## config.mk

```make
export PLATFORM = sky130hd
export DESIGN_NAME = fen_board_loader
export DESIGN_NICKNAME = d
export VERILOG_FILES = /design/src/rtl/fen_board_loader.sv
export SDC_FILE = /design/constraint.sdc
export NUM_CORES = 1
export LEC_CHECK = 0
export CORE_ASPECT_RATIO = 2
export CORE_MARGIN = 8
export CORE_UTILIZATION = 35
export DETAILED_ROUTE_END_ITERATION = 8
export PLACE_DENSITY = 0.59
export SLEW_MARGIN = 25
export SYNTH_ARGS = -nofsm -noshare
export SYNTH_HDL_FRONTEND = slang
export SYNTH_SLANG_ARGS = --single-unit
```

## constraint.sdc

```tcl
create_clock -name clk -period 3.6 [get_ports clk]
set_input_delay 0.54 -clock clk [delete_from_list [all_inputs] [get_ports clk]]
set_output_delay 0.54 -clock clk [all_outputs]
set_load 0.01 [all_outputs]
```

## src/rtl/fen_board_loader.sv

```systemverilog
// FEN string loader: turns ASCII FEN bytes into the packed board, castle mask,
// en-passant column and side to move. Only well-formed strings are committed.
module fen_board_loader #(
  parameter int PIECE_WIDTH = 4,
  parameter int SIDE_WIDTH  = PIECE_WIDTH*8,
  parameter int BOARD_WIDTH = SIDE_WIDTH*8
) (
  input  logic                   clk,
  input  logic                   reset,
  input  logic [7:0]             char_in,
  input  logic                   char_valid,
  output logic                   char_ready,
  output logic [BOARD_WIDTH-1:0] board,
  output logic [3:0]             castle_mask,
  output logic [3:0]             en_passant_col,
  output logic                   white_to_move,
  output logic                   display,
  input  logic                   display_done,
  output logic                   fen_error,
  output logic [15:0]            fen_count
);

  localparam logic [PIECE_WIDTH-1:0] EMPTY_POSN   = PIECE_WIDTH'(0);
  localparam logic [PIECE_WIDTH-1:0] WHITE_PAWN   = PIECE_WIDTH'(1);
  localparam logic [PIECE_WIDTH-1:0] WHITE_KNIGHT = PIECE_WIDTH'(2);
  localparam logic [PIECE_WIDTH-1:0] WHITE_BISHOP = PIECE_WIDTH'(3);
  localparam logic [PIECE_WIDTH-1:0] WHITE_ROOK   = PIECE_WIDTH'(4);
  localparam logic [PIECE_WIDTH-1:0] WHITE_QUEEN  = PIECE_WIDTH'(5);
  localparam logic [PIECE_WIDTH-1:0] WHITE_KING   = PIECE_WIDTH'(6);
  localparam logic [PIECE_WIDTH-1:0] BLACK_PAWN   = PIECE_WIDTH'(9);
  localparam logic [PIECE_WIDTH-1:0] BLACK_KNIGHT = PIECE_WIDTH'(10);
  localparam logic [PIECE_WIDTH-1:0] BLACK_BISHOP = PIECE_WIDTH'(11);
  localparam logic [PIECE_WIDTH-1:0] BLACK_ROOK   = PIECE_WIDTH'(12);
  localparam logic [PIECE_WIDTH-1:0] BLACK_QUEEN  = PIECE_WIDTH'(13);
  localparam logic [PIECE_WIDTH-1:0] BLACK_KING   = PIECE_WIDTH'(14);

  localparam logic [SIDE_WIDTH-1:0]  EMPTY_ROW   = {8{EMPTY_POSN}};
  localparam logic [BOARD_WIDTH-1:0] EMPTY_BOARD = {8{EMPTY_ROW}};

  localparam logic [7:0] CH_NL = 8'h0A;
  localparam logic [7:0] CH_CR = 8'h0D;
  localparam logic [7:0] CH_SP = 8'h20;

  typedef enum logic [3:0] {
    PLACE, SIDE, CASTLE, EP_FILE, EP_RANK, CLOCKS, ERR_SKIP, COMMIT, WAIT_DONE
  } state_t;

  state_t                   state_q;
  logic [2:0]               row_q;
  logic [3:0]               col_q;
  logic                     got_q;  // a token byte was taken since the last separator
  logic [BOARD_WIDTH-1:0]   work_board_q, board_q;
  logic [3:0]               work_castle_q, castle_q;
  logic [3:0]               work_ep_q, ep_q;
  logic                     work_wtm_q, wtm_q;
  logic                     ready_q, display_q, disp_pend_q, fen_error_q;
  logic [15:0]              fen_count_q;

  logic                     xfer, is_nl, is_sp, is_piece, is_digit18, is_digit09, is_file;
  logic                     parse_err, clear_work;
  logic [PIECE_WIDTH-1:0]   piece_code;
  logic [3:0]               castle_bit;
  logic [4:0]               col_sum;
  logic [5:0]               sq;

  assign xfer       = char_valid && ready_q && (char_in != CH_CR);
  assign is_nl      = (char_in == CH_NL);
  assign is_sp      = (char_in == CH_SP);
  assign is_digit18 = (char_in >= 8'h31) && (char_in <= 8'h38);
  assign is_digit09 = (char_in >= 8'h30) && (char_in <= 8'h39);
  assign is_file    = (char_in >= 8'h61) && (char_in <= 8'h68);
  assign col_sum    = {1'b0, col_q} + {1'b0, char_in[3:0]};
  assign sq         = {row_q, col_q[2:0]};

  always_comb begin
    is_piece   = 1'b1;
    piece_code = EMPTY_POSN;
    case (char_in)
      "P": piece_code = WHITE_PAWN;
      "N": piece_code = WHITE_KNIGHT;
      "B": piece_code = WHITE_BISHOP;
      "R": piece_code = WHITE_ROOK;
      "Q": piece_code = WHITE_QUEEN;
      "K": piece_code = WHITE_KING;
      "p": piece_code = BLACK_PAWN;
      "n": piece_code = BLACK_KNIGHT;
      "b": piece_code = BLACK_BISHOP;
      "r": piece_code = BLACK_ROOK;
      "q": piece_code = BLACK_QUEEN;
      "k": piece_code = BLACK_KING;
      default: is_piece = 1'b0;
    endcase
  end

  always_comb begin
    castle_bit = 4'b0000;
    case (char_in)
      "K": castle_bit = 4'b0001;
      "Q": castle_bit = 4'b0010;
      "k": castle_bit = 4'b0100;
      "q": castle_bit = 4'b1000;
      default: castle_bit = 4'b0000;
    endcase
  end

  always_comb begin
    parse_err = 1'b0;
    case (state_q)
      PLACE: begin
        if (is_piece)            parse_err = col_q[3];
        else if (is_digit18)     parse_err = (col_sum > 5'd8);
        else if (char_in == "/") parse_err = !(col_q == 4'd8 && row_q != 3'd0);
        else if (is_sp)          parse_err = !(col_q == 4'd8 && row_q == 3'd0);
        else                     parse_err = 1'b1;
      end
      SIDE: begin
        if (char_in == "w" || char_in == "b") parse_err = got_q;
        else if (is_sp)                       parse_err = !got_q;
        else                                  parse_err = 1'b1;
      end
      CASTLE: begin
        // '-' must stand alone; letters may not follow '-' or repeat
        if (char_in == "-")       parse_err = got_q;
        else if (castle_bit != 0) parse_err = (got_q && work_castle_q == 4'b0000) ||
                                              ((work_castle_q & castle_bit) != 4'b0000);
        else if (is_sp)           parse_err = !got_q;
        else                      parse_err = 1'b1;
      end
      EP_FILE: parse_err = got_q ? !(is_sp || is_nl) : !(char_in == "-" || is_file);
      EP_RANK: parse_err = got_q ? !(is_sp || is_nl) : !(char_in == "3" || char_in == "6");
      CLOCKS:  parse_err = !(is_digit09 || is_sp || is_nl);
      default: parse_err = 1'b0;
    endcase
  end

  assign clear_work = (xfer && is_nl && (parse_err || state_q == ERR_SKIP)) ||
                      (state_q == WAIT_DONE && display_done);

  always_ff @(posedge clk or negedge reset) begin
    if (!reset) begin
      state_q       <= PLACE;
      row_q         <= 3'd7;
      col_q         <= 4'd0;
      got_q         <= 1'b0;
      work_board_q  <= EMPTY_BOARD;
      work_castle_q <= 4'b0000;
      work_ep_q     <= 4'b0000;
      work_wtm_q    <= 1'b1;
      board_q       <= EMPTY_BOARD;
      castle_q      <= 4'b0000;
      ep_q          <= 4'b0000;
      wtm_q         <= 1'b1;
      ready_q       <= 1'b0;
      display_q     <= 1'b0;
      disp_pend_q   <= 1'b0;
      fen_error_q   <= 1'b0;
      fen_count_q   <= 16'd0;
    end else begin
      display_q <= 1'b0;
      if (state_q != COMMIT && state_q != WAIT_DONE) ready_q <= 1'b1;

      if (xfer && parse_err) begin
        fen_error_q <= 1'b1;
        got_q       <= 1'b0;
        state_q     <= ERR_SKIP;
      end else begin
        case (state_q)
          PLACE: if (xfer) begin
            if (is_piece) begin
              work_board_q[int'(sq)*PIECE_WIDTH +: PIECE_WIDTH] <= piece_code;
              col_q <= col_q + 4'd1;
            end else if (is_digit18) begin
              col_q <= col_sum[3:0];
            end else if (char_in == "/") begin
              row_q <= row_q - 3'd1;
              col_q <= 4'd0;
            end else begin
              state_q <= SIDE;
              got_q   <= 1'b0;
            end
          end
          SIDE: if (xfer) begin
            if (is_sp) begin
              state_q <= CASTLE;
              got_q   <= 1'b0;
            end else begin
              work_wtm_q <= (char_in == "w");
              got_q      <= 1'b1;
            end
          end
          CASTLE: if (xfer) begin
            if (is_sp) begin
              state_q <= EP_FILE;
              got_q   <= 1'b0;
            end else begin
              work_castle_q <= work_castle_q | castle_bit;
              got_q         <= 1'b1;
            end
          end
          EP_FILE, EP_RANK: if (xfer) begin
            if (!got_q) begin
              if (state_q == EP_RANK) begin
                got_q <= 1'b1;
              end else if (char_in == "-") begin
                work_ep_q <= 4'b0000;
                got_q     <= 1'b1;
              end else begin
                work_ep_q <= {1'b1, char_in[2:0] - 3'd1};
                state_q   <= EP_RANK;
              end
            end else if (is_sp) begin
              state_q <= CLOCKS;
            end else begin
              state_q <= COMMIT;
              ready_q <= 1'b0;
            end
          end
          CLOCKS: if (xfer && is_nl) begin
            state_q <= COMMIT;
            ready_q <= 1'b0;
          end
          COMMIT: begin
            board_q     <= work_board_q;
            castle_q    <= work_castle_q;
            ep_q        <= work_ep_q;
            wtm_q       <= work_wtm_q;
            fen_error_q <= 1'b0;
            fen_count_q <= fen_count_q + 16'd1;
            disp_pend_q <= 1'b1;
            state_q     <= WAIT_DONE;
          end
          WAIT_DONE: begin
            display_q   <= disp_pend_q;
            disp_pend_q <= 1'b0;
          end
          default: ;
        endcase
      end

      if (clear_work) begin
        state_q       <= PLACE;
        row_q         <= 3'd7;
        col_q         <= 4'd0;
        got_q         <= 1'b0;
        work_board_q  <= EMPTY_BOARD;
        work_castle_q <= 4'b0000;
        work_ep_q     <= 4'b0000;
        work_wtm_q    <= 1'b1;
        ready_q       <= 1'b1;
      end
    end
  end

  assign char_ready     = ready_q;
  assign board          = board_q;
  assign castle_mask    = castle_q;
  assign en_passant_col = ep_q;
  assign white_to_move  = wtm_q;
  assign display        = display_q;
  assign fen_error      = fen_error_q;
  assign fen_count      = fen_count_q;

endmodule

```

# [Yosys cells after proc, flatten, opt, wreduce, memory -nomap -nowiden]
# Index checks and enable logic that the tools add are counted.
[op_classes] add_sub_neg=6 muxes=94 shift=2 eq_ne=50 n_reduce_logical=60 n_bitwise=3 n_lt_le_gt_ge=7
[ops] op="two-way mux 256 bit" n=5
[ops] op="bitwise mux 256 bit" n=1
[ops] op="variable shift 4 x 33 -> 256 bit (first input constant)" n=1
[ops] op="indexed part select 4 x 33 -> 256 bit" n=1
[ops] op="two-way mux 4 bit" n=34
[ops] op="equality test 8 x 7 -> 1 bit (second input constant)" n=13
[ops] op="one-hot mux 4 bit (12 select lines)" n=1
[ops] op="!= test 4 bit (second input constant)" n=11
[ops] op="equality test 8 x 6 -> 1 bit (second input constant)" n=5
[ops] op="two-way mux 1 bit" n=39
[ops] op="negator 8 -> 33 bit" n=1
[ops] op="one-hot mux 4 bit (6 select lines)" n=1
[ops] op="two-way mux 3 bit" n=7
[ops] op="nonzero test 2 bit" n=9
[ops] op="adder 16 x 1 -> 16 bit (second input constant)" n=1
[ops] op="equality test 4 x 3 -> 1 bit (second input constant)" n=4
[ops] op=">= comparator 8 x 6 -> 1 bit (second input constant)" n=2
[ops] op="less-or-equal comparator 8 x 6 -> 1 bit (second input constant)" n=2
[ops] op="one-hot mux 4 bit (4 select lines)" n=1
[ops] op="AND reduction 4 bit" n=4
[ops] op="logical AND 1 bit" n=13
[ops] op="AND reduction 13 bit" n=1
[ops] op="nonzero test 4 bit" n=3
[ops] op="OR reduction 12 bit" n=1
[ops] op="35 further kinds" n=61
[totals] elab_cells=239 regBits=562 inputBits=12

# [Depth between registers and ports, before layout]
# Gate-level depths: netlist of run 1.
[logic_depth] ltp_word=13 mapped_depth=13 ltp_nobuf=12

# [Least setup slack after synthesis of run 1]
# No wires, ideal clock.
[synth_path] path_kind="reg2reg" start="register row_q[0]" end="register work_board_q[116]" slack_ns=0.322 setup_ns=0.132 t_arrival_ns=3.146 path_stages_with_launch=13 t_required_ns=3.468 path_buffers=1 path_cell_list="dfstp_2 inv_1 ha_1 or4b_2 inv_1 ha_1 a211o_1 a2111oi_4 clkbuf_1 nand3_1 nor4_2 mux2i_1 nor2_1"
[synth_via] elab_chain_len=13 elab_cells_between_ends=29 cone_classes="1 x add/sub; 1 x eq/ne; 2 x shift; 11 x mux; 14 x reduce/logical"
[synth_rtl] element="from (decl)" line_no="49" text="logic [2:0] row_q;"
[synth_rtl] element="from (signal assigned)" line_no="175" text="row_q <= row_q - 3'd1;"
[synth_rtl] element="branches (longest 13 deep; another with negator 8 -> 33 bit)"
[synth_rtl] element="to (signal, indexed assignment)" line_no="170" text="work_board_q[int'(sq)*PIECE_WIDTH +: PIECE_WIDTH] <= piece_code;"
[synth_rtl] element="to (decl)" line_no="52" text="logic [BOARD_WIDTH-1:0] work_board_q, board_q;"
# Several ways; the timed one is not identified. The select of a mux whose other input is x is not followed.
# A chain may end at the register's enable or synchronous reset.

# [Final worst setup path of run 1]
[layout_path] start="register row_q[1]" end="register work_board_q[183]"
# Same word-level chain as after synthesis.

==> results.md, run 1 <==
* Crit path buf inv count at 3
* Synth cell types at 83
* Worst EP required at 4.06 ns
* # DRC at 0
* Largest net degree at the start of global routing at between 150 and 200
* Seq/Total Area, Yosys at between 50 and 60%
* TritonRoute pass-1 iters at 7
* Core box area at around 70000 µm²
* Setup repair bufs after CTS at 0
* Clk_lat worst skew at approximately 0.60 ns
* TritonCTS Buffers at 51
* Post-Synthesis Cells at approximately 2600
* Crit Path Category: flip-flop to flip-flop
* Vias in the first global route at roughly 21000
* Post-DRT Antenna Nets at 0
* # rows at 137
* Yosys warning count at 0
* Final #Nets at slightly above 3000
* Final Hold Fails at 0
* Critical Path AT at 3.85 ns
* Die height at 391 µm
* Wire per inst at between 20 and 25 µm
* Final wirelength at around 82000 µm
* Final worst-path cycle share at between 90 and 100%
* Worst path slowest cell: dfstp_2
* IO Port Bufs at roughly 300
* Gpl congestion at between 0.8 and 0.9
* Synth Register Bits at ~560
* Largest stage delay, worst path at between 0.5 and 0.6 ns
* All-Layer GR Usage at 20.5%
* DP HPWL at approximately 61000 µm
* R2R Setup Slk at approximately 0.21 ns
* Max Slew Vio Count at 0
* Initial antenna violation count at 1
* Tmin final at around 3.4 ns
* CP Capture Type: flip-flop
* Worst-path clk slew at 0.07 ns
* Status: complete, no violations
* Diode count at 0
* CP Launch Type: flip-flop
* Clock root buffer: clkbuf_16
* Synth top area cells: dfrtp_1, nand2_1, mux2i_1, nor2_1, nand3_1
* Max FO, Critical Path at 7
* Vias/cell at around 5.1
* CTS tree: done
* Final setup viols at 0
* CP top delay family: simple AND/OR/NAND/NOR gates
* Max cap viols at 0
* Slew headroom at 25.7%
* Avg Cell Area, Syn at between 9 and 10 µm²
* Sink Count at 562
* Max Fclk at 0.295 GHz
* FFs w/ async S/R, synth at 100%
* Area growth syn-to-layout at 30.0%
* DP Worst Slack at -0.339 ns
* Peak VDD IR at ~0.00036 V
* Die width at 203 µm
* PnR worst setup slack at roughly 0.21 ns
* I/O pin cnt at approximately 300
* Starting density of the core at between 30% and 40%
* First-pass GRT wire length at between 100000 and 150000 µm
* Max Clock Skew at 0.0206 ns
* Pwr Total at roughly 17 mW
* Layout cells sized above 1 at approximately an eighth
* Worst-Margin Slew at around 1.1 ns
* Via count at between 15000 and 20000
* Yosys top cell area share at 56.7%
* Net count of the mapped netlist at roughly 2600
* Total gr overflow at 0
* Die area at ~80000 µm²
* H-tree depth at 2
* Hold WC Path Type: flip-flop to flip-flop
* Crit path cell chain: inv_1 > ha_1 > or4b_2 > inv_1 > ha_1 > a211o_1 > a2111oi_4 > buf_4 > nand3_1 > nor4_2 > mux2i_1 > nor2_1
* Main synth FF type: dfrtp_1
* Clk buf depth at 3
* Leakage at between 15 and 20 nW
* Mapped Area at 24600 µm²
* Power per cell area at 537 nW/µm²
* Number of synthesized flops with an enable pin at 0
* Initial drt markers at 1160
* Cell taking the most area after synthesis: dfrtp_1
==> timing repair <==
| action | in CTS | in global routing |
|---|---|---|
| resized for setup | 0 | 7 |
| endpoints found under the setup margin | 0 | 34 |
| endpoints found under the hold margin | 3 | 0 |
| hold buffers | 1 | 0 |
==> report_power, final <==
part / internal (mW) / total, mW / switching [mW]
clock: 3.23 / 5.72 / 2.49
combinational: 1.59 / 4.82 / 3.23
sequential: 6.45 / 6.64 / 0.185
==> cell families after synthesis <==
group	after synthesis	share of synthesized area, %
AOI/OAI and AO/OA	222	5.71
xor gates and xnor gates	21	0.748
adders and majority gates	15	0.794
buffers and inverters	168	2.81
DFF	562	57.2
muxes	188	7.66
and+or+nand+nor	1396	25.1
==> metrics by stage <==
step,utilization [%],setup TNS (ns),cells,instance area (µm²),hold WS (ns)
detailed placement,43.4,-62.19,3850,30200,0.448
floorplan,-,0,2572,24600,0.244
finish,45.9,0,3943,32000,0.464
CTS,45.9,0,3943,31900,0.465
global placement,43.4,-46.93,3850,30200,0.449
global route,45.9,-0.0164,3943,32000,0.491
==> area by class of cell <==
class,instances,area (µm²)
inverters,17,63.8
clock inverters,18,201
fillers,6681,37600
well taps,903,1130
flip-flops and latches,562,14100
multi-input cells,1842,9970
clock buffers,74,1560
repair buffers,527,4980
==> registers in the layout, indices dropped and copies added, names as in the netlist <==
name,count
got_q,1
work_castle_q,4
work_ep_q,4
col_q,4
char_ready,1
row_q,3
state_q,4
disp_pend_q,1
white_to_move,1
fen_error,1
board,256
fen_count,16
castle_mask,4
en_passant_col,4
work_board_q,256
work_wtm_q,1
display,1
==> worst paths after layout <==
| path | start | to | cells past startpoint |
|---|---|---|---|
| setup / recovery | row_q[1] | work_board_q[183] | 12 |
| hold / removal | work_board_q[240] | board[240] | 2 |
| setup reg to reg | row_q[1] | work_board_q[183] | 12 |
| hold reg to reg | work_board_q[240] | board[240] | 2 |
| max in group asynchronous | reset | board[11] | 3 |
| min in group asynchronous | reset | board[126] | 2 |
==> worst min-delay path, cell delays in order, from the launching register on <==
cell	delay, ns
dfrtp_1	0.34
nand2_1	0.05
nand2_1	0.05
==> placed cells by master (no fill, tap or decap), types with 5 or more instances in the layout <==
cell type,instances
o21ai_0,89
nand2_1,957
a21o_1,7
buf_4,209
clkinv_2,8
clkdlybuf4s50_1,294
xor2_1,5
or4_1,7
and3_1,11
nor3_1,18
nand3_1,105
nor3b_1,5
xnor2_1,16
and2_1,8
dfstp_2,5
a31oi_1,7
nor2_1,156
nor3_2,6
o2bb2ai_1,6
nand2b_1,5
nor2b_1,9
inv_1,17
dfrtp_1,557
clkbuf_1,6
buf_12,22
a21oi_1,50
clkbuf_16,53
a22oi_1,9
clkbuf_8,15
nor4_4,9
nand4_1,30
ha_1,14
nor4_2,22
nand2_4,5
and4_1,5
mux2i_1,186
nor4_1,7
==> routing by layer <==
layer  GRT usage (%)  share of wire, %  up-vias
li1                -                 -     9384
met1            23.7                40     9859
met2            37.4                52      522
met3            2.95               4.3      161
met4            8.04               3.8        2
met5               0             0.016        -
==> cells in the mapped netlist, types with 5 or more instances <==
| cell | n |
|---|---|
| a21o_1 | 7 |
| a21oi_1 | 52 |
| a22oi_1 | 9 |
| a31oi_1 | 7 |
| and2_1 | 8 |
| and3_1 | 14 |
| and4_1 | 5 |
| buf_1 | 12 |
| buf_2 | 22 |
| clkbuf_1 | 110 |
| dfrtp_1 | 557 |
| dfstp_2 | 5 |
| ha_1 | 14 |
| inv_1 | 17 |
| mux2i_1 | 186 |
| nand2_1 | 957 |
| nand2_4 | 5 |
| nand2b_1 | 5 |
| nand3_1 | 106 |
| nand4_1 | 30 |
| nor2_1 | 156 |
| nor2b_1 | 9 |
| nor3_1 | 24 |
| nor3b_1 | 5 |
| nor4_1 | 9 |
| nor4_2 | 22 |
| nor4_4 | 7 |
| o21ai_0 | 90 |
| o2bb2ai_1 | 6 |
| or4_1 | 8 |
| xnor2_1 | 16 |
| xor2_1 | 5 |
Power figures use the tool's default switching activity.
==> run 2, diff against run 1 <==
CTS_CLUSTER_DIAMETER = 80   (was default)
SLEW_MARGIN = default   (was 25)
==> results.md, run 2 (same netlist as run 1, synthesis figures left out) <==
* Fill count at approximately 6700
* Setup repair bufs after CTS at 0
* Critical Path AT at around 3.9 ns
* Core Util, Final at approximately 46%
* Final setup viols at 0
* Layout cells sized above 1 at a little over an eighth
* Worst path slowest cell: dfstp_2
* Vias in the first global route at 21200
* Final instance area at about 32000 µm²
* Max FO, Critical Path at 7
* CP Launch Type: flip-flop
* R2R Setup Slk at approximately 0.19 ns
* Post-DRT Antenna Nets at 0
* TritonRoute pass-1 iters at 5
* Wire per inst at about 21 µm
* Slew headroom at 27.3%
* Clock root buffer: clkbuf_16
* # DRC at 0
* Status: complete, no violations
* Total gr overflow at 0
* Crit path cell chain: inv_1 > ha_1 > or4b_2 > inv_1 > ha_1 > a211o_1 > a2111oi_4 > buf_4 > nand3_1 > nor4_2 > mux2i_1 > nor2_1
* I/O pin cnt at a little under 300
* Peak VDD IR at about 0.00037 V
* Core box area at 69600 µm²
* CP top delay family: simple AND/OR/NAND/NOR gates
* Leakage at 15.7 nW
* Pwr Total at around 17 mW
* Worst-Margin Slew at 1.09 ns
* All-Layer GR Usage at between 20% and 30%
* Crit Path Category: flip-flop to flip-flop
* Final Hold Fails at 0
* Initial antenna violation count at 1
* Worst-path clk slew at ~0.070 ns
* Post-DP Area at 30200 µm²
* Worst EP required at slightly above 4 ns
* H-tree depth at 2
* # rows at about 140
* Vias/cell at 5.06
* Max cap viols at 0
* Clk buf depth at 3
* Commonest non-fill, non-tap cells in the layout: nand2_1, dfrtp_1, clkdlybuf4s50_1, buf_4, mux2i_1
* Final #Nets at about 3000
* Final Non-Filler Cells at a little under 4000
* Area growth syn-to-layout at 29.8%
* Die width at a little over 200 µm
* CTS tree: done
* DP HPWL at between 60000 and 70000 µm
* Max Clock Skew at around 0.024 ns
* Max Slew Vio Count at 0
* TritonCTS Buffers at 51
* Diode count at 0
* IO Port Bufs at 295
* Via count at around 20000
* Die height at 391 µm
* Largest stage delay, worst path at just under 0.6 ns
* CP Capture Type: flip-flop
* Largest net degree at the start of global routing at 184
* Tmin final at approximately 3.4 ns
* Final wirelength at about 82000 µm
* Die area at 79500 µm²
* Clk_lat worst skew at about 0.6 ns
* First-pass GRT wire length at 128000 µm
* Hold slack at 0.462 ns
* Gpl congestion at 0.874
* Max Fclk at a little under 0.3 GHz
* Final worst-path cycle share at about 95%
* RSZ-0062 raised after global routing: true
* Crit path buf inv count at 3
* Hold WC Path Type: flip-flop to flip-flop
* Initial drt markers at 1102
* Most common cell after layout, fill and taps aside: nand2_1
* Sink Count at around 560
* Power per cell area at ~540 nW/µm²
* Starting density of the core at between 30 and 40%
* Dpl cells at 3850
run 2: cell count changes in the layout (fill, tap and decap cells not counted), moves of 2 or more:
cell       delta
clkbuf_16     -2
clkbuf_8      -3
clkinv_2      +3
inv_6         +4
run 2: final timing paths:
| kind | start | to | cells after the start |
|---|---|---|---|
| worst max-delay path | row_q[1] | work_board_q[183] | 12 |
| worst min-delay path | work_board_q[240] | board[240] | 2 |
| worst max register to register | row_q[1] | work_board_q[183] | 12 |
| worst min register to register | work_board_q[240] | board[240] | 2 |
| max in group asynchronous | reset | board[11] | 3 |
| min in group asynchronous | reset | work_board_q[53] | 2 |
run 2: cell type report:
| class | instances | area, µm² | share of cell area [%] |
|---|---|---|---|
| Tap cell | 903 | 1130 | 3.54 |
| Timing Repair Buffer | 527 | 4980 | 15.6 |
| Inverter | 17 | 63.8 | 0.200 |
| Sequential cell | 562 | 14100 | 44.1 |
| Multi-Input combinational cell | 1842 | 9970 | 31.2 |
| Clock buffer | 70 | 1470 | 4.60 |
| Clock inverter | 24 | 253 | 0.791 |
run 2: layer usage:
metal / global-route usage [%] / up-vias / wire [µm]
li1: - / 9390 / -
met1: 23.7 / 9905 / 32600
met2: 37.5 / 510 / 43000
met3: 2.89 / 148 / 3490
met4: 8.20 / 2 / 3220
met5: 0 / - / 14
run 2: through the flow:
step	TNS [ns]	setup slack, ns
after floorplan	0	0.322
after global routing	-0.0249	-0.0249
final	0	0.191
after detailed placement	-62.19	-0.339
after CTS	0	0.116
after global placement	-46.93	-0.306
run 2: tightest hold or removal path: cells and delay by family (launching register included):
kind          cells  cell delay, ns
flops             1            0.34
simple gates      2            0.10
run 2: what timing repair did:
| item | 4_1_cts | 5_1_grt |
|---|---|---|
| endpoints found under the setup margin | 0 | 35 |
| gates resized for setup | 0 | 7 |
| hold buffers | 1 | 0 |
| hold endpoints to repair | 6 | 0 |
run 2: power by group:
part,internal [mW],switching (mW)
Clock,3.16,2.51
Combinational,1.59,3.24
Sequential,6.45,0.183
Total,11.2,5.93
==> run 3, diff against run 2 <==
SETUP_SLACK_MARGIN = 0.05   (was default)
==> results.md, run 3 (same netlist as run 1, synthesis figures left out) <==
* CTS tree: done
* Post-DRT Antenna Nets at 0
* H-tree depth at 2
* Max Clock Skew at 0.0225 ns
* Final Hold Fails at 0
* Crit Path Category: flip-flop to flip-flop
* Commonest non-fill, non-tap cells in the layout: nand2_1, dfrtp_1, clkdlybuf4s50_1, buf_4, mux2i_1
* Hold_sp: work_board_q[240]
* Layout cells sized above 1 at between 10% and 20%
* Initial drt markers at around 1200
* Vias/cell at 5.05
* Final wirelength at around 82000 µm
* DR WL met3 at approximately 3600 µm
* Area growth syn-to-layout at 30.0%
* Wire per inst at approximately 21 µm
* Status: complete, no violations
* Clock root buffer: clkbuf_16
* # DRC at 0
* Die width at 203 µm
* Sink Count at roughly 560
* Tmin final at 3.34 ns
* Gpl congestion at between 0.8 and 0.9
* Crit path from: row_q[1]
* I/O pin cnt at about 300
* R2R Path Start: row_q[1]
* IO Port Bufs at slightly below 300
* Worst-Margin Slew at between 1 and 1.5 ns
* Total gr overflow at 0
* RSZ-0062 raised after global routing: true
* Final setup viols at 0
* DP HPWL at a little over 60000 µm
* M1 WL at between 30000 and 40000 µm
* Via count at 19900
* Critical Path AT at between 3 and 4 ns
* Die area at approximately 80000 µm²
* Slew headroom at a little over a quarter
* Die height at 391 µm
* R2R Setup Slk at about 0.26 ns
* Max Fclk at roughly 0.3 GHz
* Max Slew Vio Count at 0
* Vias in the first global route at approximately 21000
* Final worst-path cycle share at 92.8%
* # rows at ~140
* Leakage at about 16 nW
* Largest net degree at the start of global routing at between 150 and 200
* CP Capture Type: flip-flop
* Core Util, Final at ~46%
* Peak VDD IR at approximately 0.00038 V
* All-Layer GR Usage at roughly a fifth
* TritonRoute pass-1 iters at 5
* Max FO, Critical Path at 7
* Power per cell area at around 540 nW/µm²
* Clk buf depth at 3
* TNS Setup at 0 ns
* Core box area at 69600 µm²
* CP Launch Type: flip-flop
* Met2 WL at 42800 µm
* First-pass GRT wire length at about 130000 µm
* TritonCTS Buffers at 51
* Diode count at 0
* Worst-path clk slew at around 0.070 ns
* Initial antenna violation count at 1
* Hold WC Path Type: flip-flop to flip-flop
* Starting density of the core at about 35%
* Final #Nets at around 3000
* Worst EP required at slightly above 4 ns
* Clk_lat worst skew at approximately 0.6 ns
* Top Layer Used: met5
* Max cap viols at 0
* Most common cell after layout, fill and taps aside: nand2_1
-- run 3: per-layer routing --
layer  vias up  global-route usage, %
met4         2                   8.20
met2       516                   37.5
met3       149                   2.89
li1       9395                      -
met1      9850                   23.7
met5         -                      0
-- run 3: worst max-delay path: stages (launching register included) --
cell and delay [ns]:
dfstp_2 0.40, inv_1 0.12, ha_1 0.18, or4b_2 0.65, inv_1 0.09, ha_1 0.15
inv_1 0.06, a21o_1 0.23, nor3_2 0.24, buf_6 0.19, nand4_1 0.10, or4_1 0.57
nand3_1 0.14, o21ai_0 0.09
-- run 3: final timing paths --
check,to,cells after the start
hold / removal,board[240],2
min in group asynchronous,work_board_q[53],2
max in group asynchronous,board[11],3
setup reg to reg,work_board_q[45],13
setup / recovery,work_board_q[45],13
hold reg to reg,board[240],2
-- run 3: report_power, final --
part	internal [mW]	total, mW	leakage, nW	switching, mW
clock	3.16	5.67	0.851	2.51
sequential	6.45	6.64	7.81	0.184
combinational	1.61	4.86	7.09	3.25
-- run 3: cell type report --
type | instances | area [µm²]
multi-input combinational | 1842 | 9990
fill | 6681 | 37600
clock inverter | 24 | 253
tap | 903 | 1130
timing repair buffer | 528 | 5000
clock buffer | 70 | 1470
inverter | 17 | 63.8
sequential | 562 | 14100
-- run 3: through the flow --
step | instances | hold WS (ns) | total power [mW] | setup slack (ns) | cell area, µm²
2_1_floorplan | 2572 | 0.244 | 9.14 | 0.322 | 24600
5_1_grt | 3946 | 0.491 | 17.9 | 0.0340 | 32000
3_5_place_dp | 3850 | 0.448 | 11.5 | -0.339 | 30200
6_report | 3946 | 0.462 | 17.2 | 0.259 | 32000
4_1_cts | 3945 | 0.465 | 17.3 | 0.116 | 31900
3_3_place_gp | 3850 | 0.449 | 11.5 | -0.306 | 30200
-- run 3: repair_timing --
action                                 CTS  global route
resized for setup                        0            13
buffers inserted                         0             1
endpoints found under the hold margin    6             0
hold buffers                             1             0
setup endpoints to repair                0            61
